### src/rtl/parity_s_register_n.sv
// Parametrised S register with odd/even parity generation and checking, a sticky
// parity alarm with a saturating error counter, and the T12A editing-pulse sequencer.
module parity_s_register_n #(
  parameter int S_W     = 12,
  parameter int G_W     = 16,
  parameter int PAR_IDX = 14,
  parameter int ODD     = 1,
  parameter int CNT_W   = 4
) (
  input  logic             SIM_CLK,
  input  logic             SIM_RST,
  input  logic             GOJAM,
  input  logic [15:0]      WL,
  input  logic             WSG,
  input  logic             CSG,
  input  logic [G_W-1:0]   G,
  input  logic             MONPAR,
  input  logic             PCHK_EN,
  input  logic             GCHK,
  input  logic             EDIT_REQ,
  input  logic [1:0]       EDIT_SEL,
  input  logic             T12A,
  output logic [S_W-1:0]   S,
  output logic             PGEN,
  output logic             GEQZRO,
  output logic             PALE,
  output logic [CNT_W-1:0] PERR_CNT,
  output logic             CYR,
  output logic             SR,
  output logic             CYL,
  output logic             EDOP,
  output logic             EDIT_BUSY
);

  typedef enum logic {A_IDLE, A_ALARM} alarm_state_t;
  typedef enum logic {E_IDLE, E_PEND}  edit_state_t;

  localparam logic [G_W-1:0] PAR_MASK = G_W'(1) << PAR_IDX;
  localparam logic           ODD_BIT  = (ODD != 0);

  // S register: WSG wins over CSG; GOJAM deliberately leaves S alone.
  always_ff @(posedge SIM_CLK) begin
    // NOTE: sequential state uses non-blocking assignments so every register samples pre-edge values.
    if (SIM_RST)  S <= '0;
    else if (WSG) S <= WL[S_W-1:0];
    else if (CSG) S <= '0;
  end

  // Parity over every G bit except the parity position.
  logic [G_W-1:0] d_bits;
  logic           mismatch;
  logic           check;

  assign d_bits   = G & ~PAR_MASK;
  assign PGEN     = (^d_bits) ^ ODD_BIT ^ MONPAR;
  assign GEQZRO   = (d_bits == '0);
  assign mismatch = (G[PAR_IDX] != PGEN);
  assign check    = GCHK & PCHK_EN;

  alarm_state_t     alarm_q, alarm_next;
  logic [CNT_W-1:0] cnt_next;

  always_comb begin
    // NOTE: defaults first so no path through this block leaves a signal unassigned (no latches).
    alarm_next = alarm_q;
    cnt_next   = PERR_CNT;
    if (GOJAM) begin
      alarm_next = A_IDLE;
      cnt_next   = '0;
    end else if (check && mismatch) begin
      alarm_next = A_ALARM;
      if (PERR_CNT != '1) cnt_next = PERR_CNT + 1'b1;
    end
  end

  always_ff @(posedge SIM_CLK) begin
    if (SIM_RST) begin
      alarm_q  <= A_IDLE;
      PERR_CNT <= '0;
    end else begin
      alarm_q  <= alarm_next;
      PERR_CNT <= cnt_next;
    end
  end

  assign PALE = (alarm_q == A_ALARM);

  // Edit sequencer; pulse bit order is {EDOP, CYL, SR, CYR}.
  edit_state_t edit_q, edit_next;
  logic [1:0]  sel_q, sel_next;
  logic [3:0]  pulse_q, pulse_next;

  always_comb begin
    edit_next  = edit_q;
    sel_next   = sel_q;
    pulse_next = '0;
    if (!GOJAM) begin
      case (edit_q)
        E_IDLE: begin
          // A request arriving with T12A only arms the sequencer.
          if (EDIT_REQ) begin
            sel_next  = EDIT_SEL;
            edit_next = E_PEND;
          end
        end
        E_PEND: begin
          if (T12A) begin
            pulse_next = 4'b0001 << sel_q;
            if (!EDIT_REQ) edit_next = E_IDLE;
          end
          if (EDIT_REQ) sel_next = EDIT_SEL;
        end
        default: edit_next = E_IDLE;
      endcase
    end else begin
      edit_next = E_IDLE;
    end
  end

  always_ff @(posedge SIM_CLK) begin
    if (SIM_RST) begin
      edit_q  <= E_IDLE;
      sel_q   <= 2'd0;
      pulse_q <= '0;
    end else begin
      edit_q  <= edit_next;
      sel_q   <= sel_next;
      pulse_q <= pulse_next;
    end
  end

  assign CYR       = pulse_q[0];
  assign SR        = pulse_q[1];
  assign CYL       = pulse_q[2];
  assign EDOP      = pulse_q[3];
  assign EDIT_BUSY = (edit_q == E_PEND);

endmodule
### config.mk
export PLATFORM = sky130hd
export DESIGN_NAME = parity_s_register_n
export DESIGN_NICKNAME = d
export VERILOG_FILES = /design/src/rtl/parity_s_register_n.sv
export SDC_FILE = /design/constraint.sdc
export NUM_CORES = 1
export LEC_CHECK = 0
export CAP_MARGIN = 20
export CELL_PAD_IN_SITES_DETAIL_PLACEMENT = 2
export CELL_PAD_IN_SITES_GLOBAL_PLACEMENT = 2
export CORE_MARGIN = 2
export CORE_UTILIZATION = 18
export DETAILED_ROUTE_END_ITERATION = 10
export PLACE_DENSITY_LB_ADDON = 0.15
export SETUP_SLACK_MARGIN = 0.02
export SYNTH_ARGS = -nofsm -noshare
export SYNTH_HDL_FRONTEND = slang
export SYNTH_SLANG_ARGS = --single-unit
### constraint.sdc
create_clock -name SIM_CLK -period 2.7 [get_ports SIM_CLK]
set_clock_uncertainty 0.1 [all_clocks]
set_input_delay 0.81 -clock SIM_CLK [delete_from_list [all_inputs] [get_ports SIM_CLK]]
set_output_delay 0.81 -clock SIM_CLK [all_outputs]
set_load 0.05 [all_outputs]
==> impl_metrics.json, run 1 <==
{
  "async_reset_ff_share_pct": 0,
  "syn_avg_cell_area_um2": 8.96,
  "vias_per_cell": 4.31,
  "pwr-share-seq_pct": 32.0,
  "synthTopCellsByArea": "dfxtp_1, nor3b_1, ha_1, nor2_1, a21oi_1",
  "p_leak_nw": 0.861,
  "antenna_cells": 0,
  "portBuffers": 63,
  "ant_nets": 0,
  "ys.flop_type": "dfxtp_1",
  "worst_pin_slew_ns": 0.559,
  "clock_latency_ns": 0.26,
  "fillers": 679,
  "yosysTopAreaCellShare_pct": 40.6,
  "clkPwrFrac_pct": 20.9,
  "rsz0062_at_grt": "true",
  "fin_crit_ns": 3.01,
  "start_util_pct": 18.6,
  "wl_per_cell_um": 14.2,
  "rrSetupSlack_ns": 1.12,
  "critPathSlowestCell": "xnor3_2",
  "core_area_um2": 6350,
  "synth_edf_count": 0,
  "routabilityCongestion": 0.793,
  "critPathMaxFanout": 2,
  "netlist_area_um2": 1180,
  "met1_length_um": 1510,
  "synth_top_family_by_area": "simple AND/OR/NAND/NOR gates",
  "synth-simple-area-share_pct": 21.7,
  "cap_violations": 0,
  "grt_pass1_vias": 1346,
  "drtIter0Drc": 8,
  "crit_chain": "buf_8 -> clkinv_4 -> ha_4 -> xnor2_2 -> xnor3_2 -> xor2_4 -> buf_12",
  "io_pins": 68,
  "power.internal_uw": 789,
  "hp-class": "register to register",
  "finish.utilization_pct": 35.0,
  "synthDistinctLibCells": 28,
  "cts_hold_buf": 0,
  "r2r_cells": 4,
  "criticalPathCategory": "input pin to output port",
  "num_rows": 29,
  "synth_warnings": 0,
  "grt_antenna_before_repair": 0,
  "worst_slew_margin_rel_pct": 62.6,
  "syn_inst": 132,
  "setup_tns_ns": -0.758,
  "cts_buffer_depth": 2,
  "tritoncts_num_sinks": 24,
  "cp_data_required_time_ns": 1.79,
  "chipHeight_um": 85.1,
  "fmax_mhz": 333,
  "hpwlAfterDp_um": 3030,
  "crit_buf_inv": 3,
  "p_comb_share_pct": 47.1,
  "nNetsFinal": 254,
  "dieArea_um2": 7230,
  "clkTransAtPathRegs_ns": 0.09,
  "route.final.wire_length_um": 3960,
  "root_buffer": "clkbuf_8",
  "grt_pass1_wl_um": 6740,
  "cp-end-kind": "output port",
  "grt_start_max_net_pins": 25,
  "sw_frac_of_total_pct": 32.9,
  "drive_gt1_share_pct": 27.9,
  "hold_viol": 0,
  "ys_seq_elements": 24,
  "highest_layer": "met4",
  "power.net_switching_uw": 386,
  "worstPathArrival_ns": 2.10,
  "firstDrtPassIters": 2,
  "timing.final.crit_share_pct": 111,
  "cts_tree": "done",
  "p_per_area_nw_per_um2": 528,
  "drc": 0,
  "syn_nets": 184,
  "place_ws_ns": -0.833,
  "track_usage_pct": 11.5,
  "start_kind": "input pin",
  "dp_cells": 271,
  "outcome": "complete, but fails checks",
  "die_w_um": 85.1,
  "violations": "negative setup slack",
  "synthAdderAreaFrac_pct": 8.47,
  "wl_met3_um": 283,
  "setup_viol": 5,
  "synth_seq_area_share_pct": 40.6,
  "power_mw": 1.18,
  "yosysTopAreaCell": "dfxtp_1",
  "hold_depth": 1,
  "drv_slew": 0,
  "overflow": 0,
  "vias": 1197,
  "cpLargestDelayFamily": "XOR/XNOR gates",
  "cts-buffers-inserted": 3,
  "critical_path_cell_count": 7,
  "muxShareOfSynthArea_pct": 2.54,
  "synth_compound_area_share_pct": 10.9,
  "area_delta_synth_final_pct": 88.1,
  "htree_num_levels": 1,
  "vdd_drop_max_mv": 0.383,
  "stdcell_count": 278,
  "synthXorXnorAreaFrac_pct": 9.10,
  "slowest_delay_ns": 0.49,
  "met2_length_um": 2140,
  "worst_slack_ns": -0.305
}
[kinds of logic after synthesis]
group,count (synthesis)
xor+xnor,8
compound gates,21
fa+ha+maj,8
flops,24
buf+inv,21
mux,3
simple gates,47
[area by class of cell]
type | count | area (µm²) | area share (%)
multi-input cells | 87 | 813 | 36.6
repair buffers | 70 | 702 | 31.6
flip-flops and latches | 24 | 480 | 21.6
inverters | 16 | 77.6 | 3.49
clock buffers | 4 | 55.1 | 2.47
well taps | 77 | 96.3 | 4.33
[flip-flops by register name, summed over array words and instances, names as in the netlist]
name / cells
pulse_q: 4
PERR_CNT: 4
EDIT_BUSY: 1
S: 12
PALE: 1
sel_q: 2
[Yosys cell counts (2+ instances only)]
cell and count:
dfxtp_1 24, nor2_1 18, inv_1 16, nor3b_1 15
a21oi_1 13, ha_1 8, clkbuf_1 5, nand2_1 4
mux2i_1 3, xnor2_1 3, nand3_1 2, nor3_1 2
o41ai_1 2, xnor3_2 2, xor2_1 2
[power groups by stage]
| stage | logic (mW) | registers, mW | clock network [mW] |
|---|---|---|---|
| 3_5_place_dp | 0.460 | 0.385 | 0 |
| 6_report | 0.553 | 0.376 | 0.246 |
| 2_1_floorplan | 0.210 | 0.425 | 0 |
| 3_3_place_gp | 0.443 | 0.384 | 0 |
| 5_1_grt | 0.589 | 0.379 | 0.274 |
| 4_1_cts | 0.509 | 0.377 | 0.260 |
[worst reg2reg max path: stages (launching register included)]
cell      delay, ns
dfxtp_1        0.36
ha_1           0.27
a31o_2         0.30
or3_1          0.35
a21boi_1       0.12
[layer usage]
| metal | vias to the layer above | track usage, % |
|---|---|---|
| met1 | 580 | 12.7 |
| met3 | 2 | 3.40 |
| met2 | 32 | 21.8 |
| met5 | - | 0 |
| li1 | 583 | - |
| met4 | 0 | 2.16 |
[cell usage in the layout, fill, tap and decap left out, types with 5 or more instances in the layout]
cell type        synthesis  routed
clkdlybuf4s50_1          0      45
dfxtp_1                 24      24
nor3b_1                 15      15
nor2_1                  18      15
a21oi_1                 13      13
inv_2                    0      10
dlygate4sd2_1            0       8
ha_4                     0       7
buf_6                    0       7
buf_4                    0       5
[through the flow]
| step | instance area (µm²) | hold WS [ns] |
|---|---|---|
| 2_1_floorplan | 1250 | 0.347 |
| 3_3_place_gp | 2000 | 0.363 |
| 3_5_place_dp | 2000 | 0.366 |
| 4_1_cts | 2180 | 0.392 |
| 5_1_grt | 2220 | 0.417 |
| 6_report | 2220 | 0.380 |
[final timing paths]
path	to	start
setup / recovery	PGEN	G[11]
hold / removal	PALE$_SDFFE_PP0P_	PALE$_SDFFE_PP0P_
setup reg to reg	PERR_CNT[0]$_SDFFE_PP0P_	PERR_CNT[0]$_SDFFE_PP0P_
hold reg to reg	PALE$_SDFFE_PP0P_	PALE$_SDFFE_PP0P_
[what timing repair did]
action                                  CTS  global route
resized for setup                        66            14
hold endpoints to repair                  0             0
setup buffers                             1             2
pin swaps                                13            12
cloned                                    0             0
endpoints found under the setup margin    7             5
No activity file was read; power rests on OpenSTA's default activity.
==> run 2: changes to the inputs <==
SLEW_MARGIN = 0   (was not set)
==> results of run 2 <==
Final layout, timing and power as in run 1 (identical DEF).
